--- config.mk ---
export PLATFORM = sky130hd
export DESIGN_NAME = serial_subtractor
export DESIGN_NICKNAME = d
export VERILOG_FILES = /design/src/rtl/serial_subtractor.sv
export SDC_FILE = /design/constraint.sdc
export NUM_CORES = 1
export LEC_CHECK = 0
export CELL_PAD_IN_SITES_DETAIL_PLACEMENT = 1
export CELL_PAD_IN_SITES_GLOBAL_PLACEMENT = 2
export CORE_MARGIN = 5
export CORE_UTILIZATION = 37
export DETAILED_ROUTE_END_ITERATION = 7
export PLACE_DENSITY = 0.88
export SYNTH_ARGS = -nofsm -noshare
export SYNTH_HDL_FRONTEND = slang
export SYNTH_SLANG_ARGS = --single-unit
--- constraint.sdc ---
create_clock -name clk -period 2 [get_ports clk]
set_input_delay 0.4 -clock clk [delete_from_list [all_inputs] [get_ports clk]]
set_output_delay 0.4 -clock clk [all_outputs]
set_load 0.1 [all_outputs]
--- src/rtl/serial_subtractor.sv ---
// serial_subtractor: bit-serial WIDTH-bit subtractor, diff = a - b, LSB first,
// one bit per clock, with a start/busy/done handshake.
//
// Ports:
//   clk     rising-edge clock
//   rst_n   asynchronous active-low reset
//   start   request, sampled only while busy=0 (the accepting edge loads a/b)
//   a, b    minuend / subtrahend, captured on the accepting edge
//   busy    high while a subtraction is in progress
//   done    one-cycle pulse when diff/borrow are updated
//   diff    a - b mod 2^WIDTH, held until the next completion
//   borrow  final borrow-out (1 iff a < b unsigned)
//   ovf     (only with SERIAL_SUBTRACTOR_SIGNED_OVF_EN) two's-complement
//           overflow of a - b, held with diff
//
// Optional feature macro: SERIAL_SUBTRACTOR_SIGNED_OVF_EN
module serial_subtractor #(
  parameter int WIDTH = 8
) (
  input  logic             clk,
  input  logic             rst_n,
  input  logic             start,
  input  logic [WIDTH-1:0] a,
  input  logic [WIDTH-1:0] b,
  output logic             busy,
  output logic             done,
  output logic [WIDTH-1:0] diff,
  output logic             borrow
`ifdef SERIAL_SUBTRACTOR_SIGNED_OVF_EN
  ,
  output logic             ovf
`endif
);

  localparam int CW = $clog2(WIDTH + 1);

  typedef enum logic {
    IDLE = 1'b0,
    RUN  = 1'b1
  } state_t;

  state_t           state, state_nx;
  logic [WIDTH-1:0] sa, sb, res;
  logic             br;
  logic [CW-1:0]    cnt;
  logic             d, bo, last, load;

`ifdef SERIAL_SUBTRACTOR_SIGNED_OVF_EN
  logic             a_sign, b_sign;
`endif

  // Full-subtractor cell on the current LSBs and the held borrow.
  always_comb begin
    d    = sa[0] ^ sb[0] ^ br;
    bo   = (~sa[0] & sb[0]) | (~(sa[0] ^ sb[0]) & br);
    last = (cnt == CW'(WIDTH - 1));
    load = (state == IDLE) && start;
  end

  always_comb begin
    state_nx = state;
    case (state)
      IDLE:    if (start) state_nx = RUN;
      RUN:     if (last)  state_nx = IDLE;
      default: state_nx = IDLE;
    endcase
  end

  always_ff @(posedge clk or negedge rst_n) begin
    if (!rst_n) state <= IDLE;
    else        state <= state_nx;
  end

  // busy is the RUN state itself, so it drops together with the done pulse.
  assign busy = (state == RUN);

  always_ff @(posedge clk or negedge rst_n) begin
    if (!rst_n) begin
      sa     <= '0;
      sb     <= '0;
      res    <= '0;
      br     <= 1'b0;
      cnt    <= '0;
      done   <= 1'b0;
      diff   <= '0;
      borrow <= 1'b0;
`ifdef SERIAL_SUBTRACTOR_SIGNED_OVF_EN
      a_sign <= 1'b0;
      b_sign <= 1'b0;
      ovf    <= 1'b0;
`endif
    end else begin
      done <= 1'b0;
      if (load) begin
        sa  <= a;
        sb  <= b;
        br  <= 1'b0;
        cnt <= '0;
`ifdef SERIAL_SUBTRACTOR_SIGNED_OVF_EN
        a_sign <= a[WIDTH-1];
        b_sign <= b[WIDTH-1];
`endif
      end else if (state == RUN) begin
        sa  <= sa >> 1;
        sb  <= sb >> 1;
        res <= {d, res[WIDTH-1:1]};
        br  <= bo;
        cnt <= cnt + CW'(1);
        if (last) begin
          // The final d bit lands in the MSB on this same edge.
          diff   <= {d, res[WIDTH-1:1]};
          borrow <= bo;
          done   <= 1'b1;
`ifdef SERIAL_SUBTRACTOR_SIGNED_OVF_EN
          ovf    <= (a_sign != b_sign) && (d != a_sign);
`endif
        end
      end
    end
  end

endmodule

==> summary.md, run 1 <==
| Metric | Value |
|---|---|
| Vias | `1,069` |
| Post-synth top cells | `dfrtp_1, nand2_1, o21ai_0` |
| Slew @ Worst Pin | `about 0.50 ns` |
| DRT Pass-1 Iters | `2` |
| Outcome | `finished, final reports clean` |
| Starting Density | `0.384` |
| FP Rows | `24` |
| CTS H-Tree Depth | `2` |
| Top-area cell type share of the netlist area | `0.580` |
| RSZ-0062 raised after global routing | `no` |
| Sw Ratio | `0.434` |
| Leakage power | `around 1.0 nW` |
| Dpl hpwl | `~2300 um` |
| Hold_ws | `approximately 0.16 ns` |
| Synth top area cells | `dfrtp_1, mux2i_1, mux2_4` |
| Placement-stage cell area | `2000 sq um` |
| PostCTS Resize Cnt | `0` |
| Async SR Flop Fraction | `1.00` |
| Core footprint | `between 4000 and 5000 sq um` |
| Setup Fix Bufs, Post-CTS | `0` |
| Peak VDD IR | `~590 uV` |
| Cts hold-fix bufs | `0` |
| Fmax | `~0.6 GHz` |
| IO Pins | `30` |
| Clock sink total | `39` |
| DRC | `0` |
| Relative slew slack | `0.666` |
| Post-synthesis register bit count | `39` |
| Most common cell in the synthesized netlist | `dfrtp_1` |
| Vias in the first global route | `between 1k and 1.5k` |
| Fill cells | `471` |
| # setup viols final | `0` |
| Wire length per cell | `14.3 um` |
| Data required time of the critical path | `~1.6 ns` |
| Setup TNS | `0 ns` |
| P_int | `roughly 0.0022 W` |
| Worst-case clock buffer depth | `2` |
| Clock power frac | `0.175` |
| Pre-CTS setup slack | `0.231 ns` |
| Synth Instances | `between 100 and 150` |
| Inst Count DP | `between 200 and 250` |
| Syn nets | `approximately 150` |
| DIE AREA | `~6000 sq um` |
| Sequential fraction of design power | `0.353` |
| Sequential-to-total area share from yosys stat | `0.580` |
| Reg clk slew, reported paths | `approximately 0.07 ns` |
| Inserted Diodes | `0` |
| # port buffers | `29` |
| Max Slew Vio Count | `0` |
| Post-Syn Area | `around 1700 sq um` |
| Routed WL | `between 3000 and 4000 um` |
| Final min period | `around 1.7 ns` |
| Final hold violations | `0` |
| Nets | `about 180` |
| Starting DRT DRC Count | `28` |
| Setup CP Type | `flip-flop to output port` |
| Worst min path class | `primary input to async pin` |
| Largest net degree at the start of global routing | `40` |
| Grt peak-use layer | `met2` |
| Yosys warning total | `0` |
| Comb power frac | `0.472` |
| CTS tree | `done` |
| Cell variety after synth | `22` |
| Die H | `just under 80 um` |
| Die Wd | `slightly below 80 um` |
| Net Switching | `~0.0017 W` |
| Non-Filler Instances | `around 220` |
| Final worst slack | `a little over 0.3 ns` |
| CP Launch Type | `flip-flop` |
| Wire length of the first global-routing pass | `5430 um` |
| Crit. End Element | `output port` |
| Synth area leader | `dfrtp_1` |
| Fin crit share | `0.848` |
| Grt ovf | `0` |
| Clock latency on the worst-skew pair | `0.29 ns` |
| Max-cap viol count | `0` |
| Final instance area | `around 2100 sq um` |
| Vias per cell | `between 4 and 5` |
| Antenna violations before repair | `0` |
| ANT nets after route | `0` |
| Worst Path Arrival | `between 1 and 1.5 ns` |
| Layout cells sized above 1 | `0.250` |
| GP Congestion | `0.766` |
| Synth-to-Final Area Change | `26.0%` |
| M1 GR Usage | `0.131` |
| Gr usage total | `0.111` |
| Layout Skew | `around 0.0041 ns` |
| CTS Buf Count | `5` |
| Most used DFF post-synth | `dfrtp_1` |
| Post-Syn Area per Cell | `about 13 sq um` |
| Root Buffer | `clkbuf_8` |
| Crit path max fanout | `9` |
| Post-synth EDFFs | `0` |
| Global Route met2 Usage | `0.189` |
| Met3 GRT Util | `0.0417` |
| Pwr Density | `1810 nW/um^2` |
[area by class of cell]
cell class | count | area (sq um) | share of cell area
clock buffers | 6 | 82.6 | 0.0390
clock inverters | 2 | 35.0 | 0.0165
inverters | 4 | 15.0 | 0.00709
multi-input cells | 80 | 632 | 0.298
flip-flops and latches | 39 | 976 | 0.461
well taps | 52 | 65.1 | 0.0307
repair buffers | 33 | 313 | 0.148
[flip-flops by register name, indices dropped and copies added, names as in the netlist]
register and flops:
sa 8, sb 8, res 7, busy 1, diff 8, done 1
br 1, borrow 1, cnt 4
[logic make-up (layout without fill, tap and decap cells)]
| kind of cell | count (synthesis) | after routing | synth area share |
|---|---|---|---|
| AOI/OAI and AO/OA | 21 | 21 | 0.0670 |
| adders and majority gates | 2 | 2 | 0.0193 |
| buffers and inverters | 12 | 45 | 0.0439 |
| DFF | 39 | 39 | 0.580 |
| muxes | 32 | 32 | 0.218 |
| and+or+nand+nor | 25 | 25 | 0.0714 |
[path summary, 6_finish.rpt]
path	start	endpoint	slack, ns	cells past startpoint
worst max-delay path	busy	busy	0.30	2
worst min-delay path	rst_n	diff[7]	0.16	2
worst max register to register	cnt[0]	diff[7]	0.60	3
worst min register to register	borrow	borrow	0.50	2
max in group asynchronous	rst_n	sb[4]	1.49	2
min in group clk	borrow	borrow	0.50	2
[layer usage]
layer | vias to the layer above | part of all wire
met4 | 0 | 0.011
li1 | 512 | -
met1 | 525 | 0.43
met2 | 28 | 0.50
met3 | 4 | 0.063
met5 | - | 0
[worst max-delay path: stages, from the launching register on]
cell and delay (ns):
dfrtp_1 0.57, buf_4 0.25, buf_12 0.18
[cells in the final DEF, fill, tap and decap left out]
master / count
dfrtp_1: 39
nand2_1: 17
o21ai_0: 17
clkdlybuf4s50_1: 17
mux2i_1: 16
buf_4: 13
mux2_2: 9
mux2_4: 7
clkbuf_8: 6
inv_1: 4
nor2_1: 4
buf_12: 2
nand4b_4: 1
nand2b_1: 1
o31ai_1: 1
nand3_1: 1
a21oi_1: 1
o22ai_1: 1
nor2b_1: 1
a22o_1: 1
fa_1: 1
ha_1: 1
bufinv_16: 1
clkinv_2: 1
buf_2: 1
[metrics by stage]
step / power, W / utilization
finish: 0.00384 / 0.483
global placement: 0.00313 / 0.456
global route: 0.00407 / 0.483
detailed placement: 0.00321 / 0.456
floorplan: 0.00278 / -
CTS: 0.00389 / 0.483
[power by group through the flow]
stage	clock [W]	combinational, W	sequential [W]
final	0.000672	0.00181	0.00135
after CTS	0.000695	0.00184	0.00136
after floorplan	0	0.000736	0.00205
after global placement	0	0.00177	0.00136
after global routing	0.000731	0.00193	0.00141
after detailed placement	0	0.00183	0.00138
Note: power is estimated with default switching activity, not from simulation.
==> run 2, diff against run 1 <==
Settings changed: CORE_UTILIZATION 37 to 31, PLACE_DENSITY 0.88 to 0.79.
Clock period 2 ns to 1.5 ns, I/O delays scaled along.
==> run 2 against run 1 <==
Combinational power is 50% higher. Register-to-register slack got worse by 0.50 ns. Routed wire length is 3.9% higher. Critical endpoint is now diff[4].
==> summary.md, run 2 (same netlist as run 1, synthesis figures left out) <==
| Metric | Value |
|---|---|
| Setup CP Type | `flip-flop to flip-flop` |
| Fill cells | `532 (+13%)` |
| Clock sink total | `39 (unchanged)` |
| Dpl hpwl | `2420 um (+6.1%)` |
| Core footprint | `5170 sq um (+18%)` |
| Inserted Diodes | `0 (unchanged)` |
| Clock latency on the worst-skew pair | `0.29 ns (about the same)` |
| Crit Reg-Reg Endpoint | `diff[4]` |
| Routed WL | `3200 um (+3.9%)` |
| Worst min path class | `flip-flop to flip-flop` |
| Data required time of the critical path | `1.67 ns (+0.07 ns)` |
| Comb power frac | `0.495 (+0.023)` |
| Vias | `1,085 (+1.5%)` |
| Net Switching | `0.00230 W (+38%)` |
| Top Registers | `diff (8), sa (8), sb (8)` |
| Inst Count DP | `227 (+9.1%)` |
| DIE AREA | `7000 sq um (+17%)` |
| Setup TNS | `0 ns (unchanged)` |
| P_int | `0.00317 W (+46%)` |
| Area of the multi-input gates | `632 sq um (unchanged)` |
| Crit path max fanout | `11 (+2)` |
| Die H | `83.7 um (+8.1%)` |
| PostCTS Resize Cnt | `0 (unchanged)` |
| Tot Pwr | `0.00548 W (+43%)` |
| GP Congestion | `0.737 (-3.8%)` |
| Area occupied by registers | `980 sq um (+0.38%)` |
| Most frequent cells in the layout | `dfrtp_1, nand2_1, o21ai_0, clkdlybuf4s50_1, mux2i_1` |
| Grt ovf | `0 (unchanged)` |
| DRC | `0 (unchanged)` |
| Worst Reg-to-Reg Cells | `3 (unchanged)` |
| Crit. End Element | `flip-flop` |
| Critical-path cell list | `ha_1 > nand4b_4 > mux2_4` |
| Vias in the first global route | `1,192 (+0.084%)` |
| CTS H-Tree Depth | `2 (unchanged)` |
| Slack of the worst reg-to-reg path | `0.10 ns (-0.50 ns)` |
| CTS Buf Count | `5 (unchanged)` |
| Antenna violations before repair | `0 (unchanged)` |
| Sequential fraction of design power | `0.346 (-0.007)` |
| Starting Density | `0.325 (-0.0585)` |
| Wire length of the first global-routing pass | `5770 um (+6.2%)` |
| Peak VDD IR | `988 uV (+67%)` |
| ANT nets after route | `0 (unchanged)` |
| Nets | `186 (+1.1%)` |
| Outcome | `finished, final reports clean` |
| Wire length per cell | `13.6 um (-4.9%)` |
| Gr usage total | `0.103 (-0.00834)` |
| CTS tree | `done` |
| Starting DRT DRC Count | `46 (+64%)` |
| Largest net degree at the start of global routing | `22 (-45%)` |
| Fin crit share | `0.931` |
| Final min period | `approximately 1.4 ns` |
| FP Rows | `26 (+8.3%)` |
| # port buffers | `29 (unchanged)` |
| Cts hold-fix bufs | `1 (+1)` |
| Layout Skew | `0.00712 ns (+0.00306 ns)` |
| Reg clk slew, reported paths | `0.08 ns (about the same)` |
| Die Wd | `83.7 um (+8.1%)` |
| Pwr Density | `2400 nW/um^2 (+33%)` |
| Vias per cell | `4.60 (-7.1%)` |
| Root Buffer | `clkbuf_8` |
| Largest delay contributor family on the critical path | `flip-flops` |
| Fmax | `about 0.72 GHz` |
| DRT Pass-1 Iters | `4 (+2)` |
| IO Pins | `30 (unchanged)` |
| Relative slew slack | `0.781 (+0.116)` |
| Worst Hold Depth | `2` |
| CP peak stage delay | `0.38 ns (-0.19 ns)` |
| CP bufs+invs | `0 (-2)` |
| Sw Ratio | `0.421 (-0.0132)` |
| Clock power frac | `0.159 (-0.016)` |
| Slew @ Worst Pin | `0.327 ns (-0.175 ns)` |
| Leakage power | `1.08 nW (+4.5%)` |
| Worst Path Arrival | `1.57 ns (+0.27 ns)` |
| Start point of the worst hold path | `sa[4]` |
| RSZ-0062 raised after global routing | `no` |
| R2R Path Start | `cnt[0]` |
| Final hold violations | `0 (unchanged)` |
| # setup viols final | `0 (unchanged)` |
| Worst-case clock buffer depth | `2 (unchanged)` |
| Setup Fix Bufs, Post-CTS | `0 (unchanged)` |
| CP Launch Type | `flip-flop` |
| Most common cell after layout, fill and taps aside | `dfrtp_1` |
| Min-Delay Endpoint | `sa[3]` |
| Crit-path slowest cell | `dfrtp_1` |
| Synth-to-Final Area Change | `35.7%` |
| Max Slew Vio Count | `0 (unchanged)` |
| Max-cap viol count | `0 (unchanged)` |
| Layout cells sized above 1 | `0.259 (+0.00904)` |
| Non-Filler Instances | `236 (+9.3%)` |
==> run 2: power groups by stage <==
stage / combinational, W / clock, W / sequential (W)
2_1_floorplan: 0.000981 / 0 / 0.00274
3_3_place_gp: 0.00267 / 0 / 0.00189
3_5_place_dp: 0.00275 / 0 / 0.00193
4_1_cts: 0.00276 / 0.000905 / 0.00191
5_1_grt: 0.00289 / 0.000958 / 0.00197
6_report: 0.00271 / 0.000870 / 0.00190
==> run 2: final cells by class <==
cell class | count | share of cell area
tap | 70 | 0.0384
clock buffer | 5 | 0.0302
multi-input combinational | 80 | 0.277
timing repair buffer | 35 | 0.200
sequential | 39 | 0.429
inverter | 4 | 0.00658
clock inverter | 3 | 0.0192
==> run 2: how the worst max path moves through the flow <==
stage	startpoint	endpoint	slack, ns	cells past startpoint
6_report	cnt[0]	diff[4]	0.10	3
5_1_grt	cnt[0]	diff[4]	0.02	3
4_1_cts	cnt[0]	diff[2]	0.08	3
3_5_place_dp	start	sa[0]	0.03	4
3_3_place_gp	start	sa[4]	0.08	4
2_1_floorplan	busy	diff[0]	0.05	4
==> run 2: metal layers <==
layer  wire, um  track usage
met4         58       0.0395
met1       1400        0.128
met3        160       0.0405
met5          0            0
met2       1580        0.161
==> run 2: worst register-to-register path, delay by kind of cell, from the launching register on <==
kind                       cells  cell delay, ns
DFF                            1            0.38
adders and majority gates      1            0.25
muxes                          1            0.38
and+or+nand+nor                1            0.28
==> run 2: metrics by stage <==
step | hold WS, ns | cell area (sq um) | setup WS, ns | util
floorplan | 0.00441 | 1690 | 0.0520 | -
global placement | 0.287 | 2160 | 0.0800 | 0.418
detailed placement | 0.287 | 2160 | 0.0278 | 0.418
CTS | 0.489 | 2280 | 0.0776 | 0.441
global route | 0.512 | 2280 | 0.0162 | 0.441
finish | 0.484 | 2280 | 0.103 | 0.441
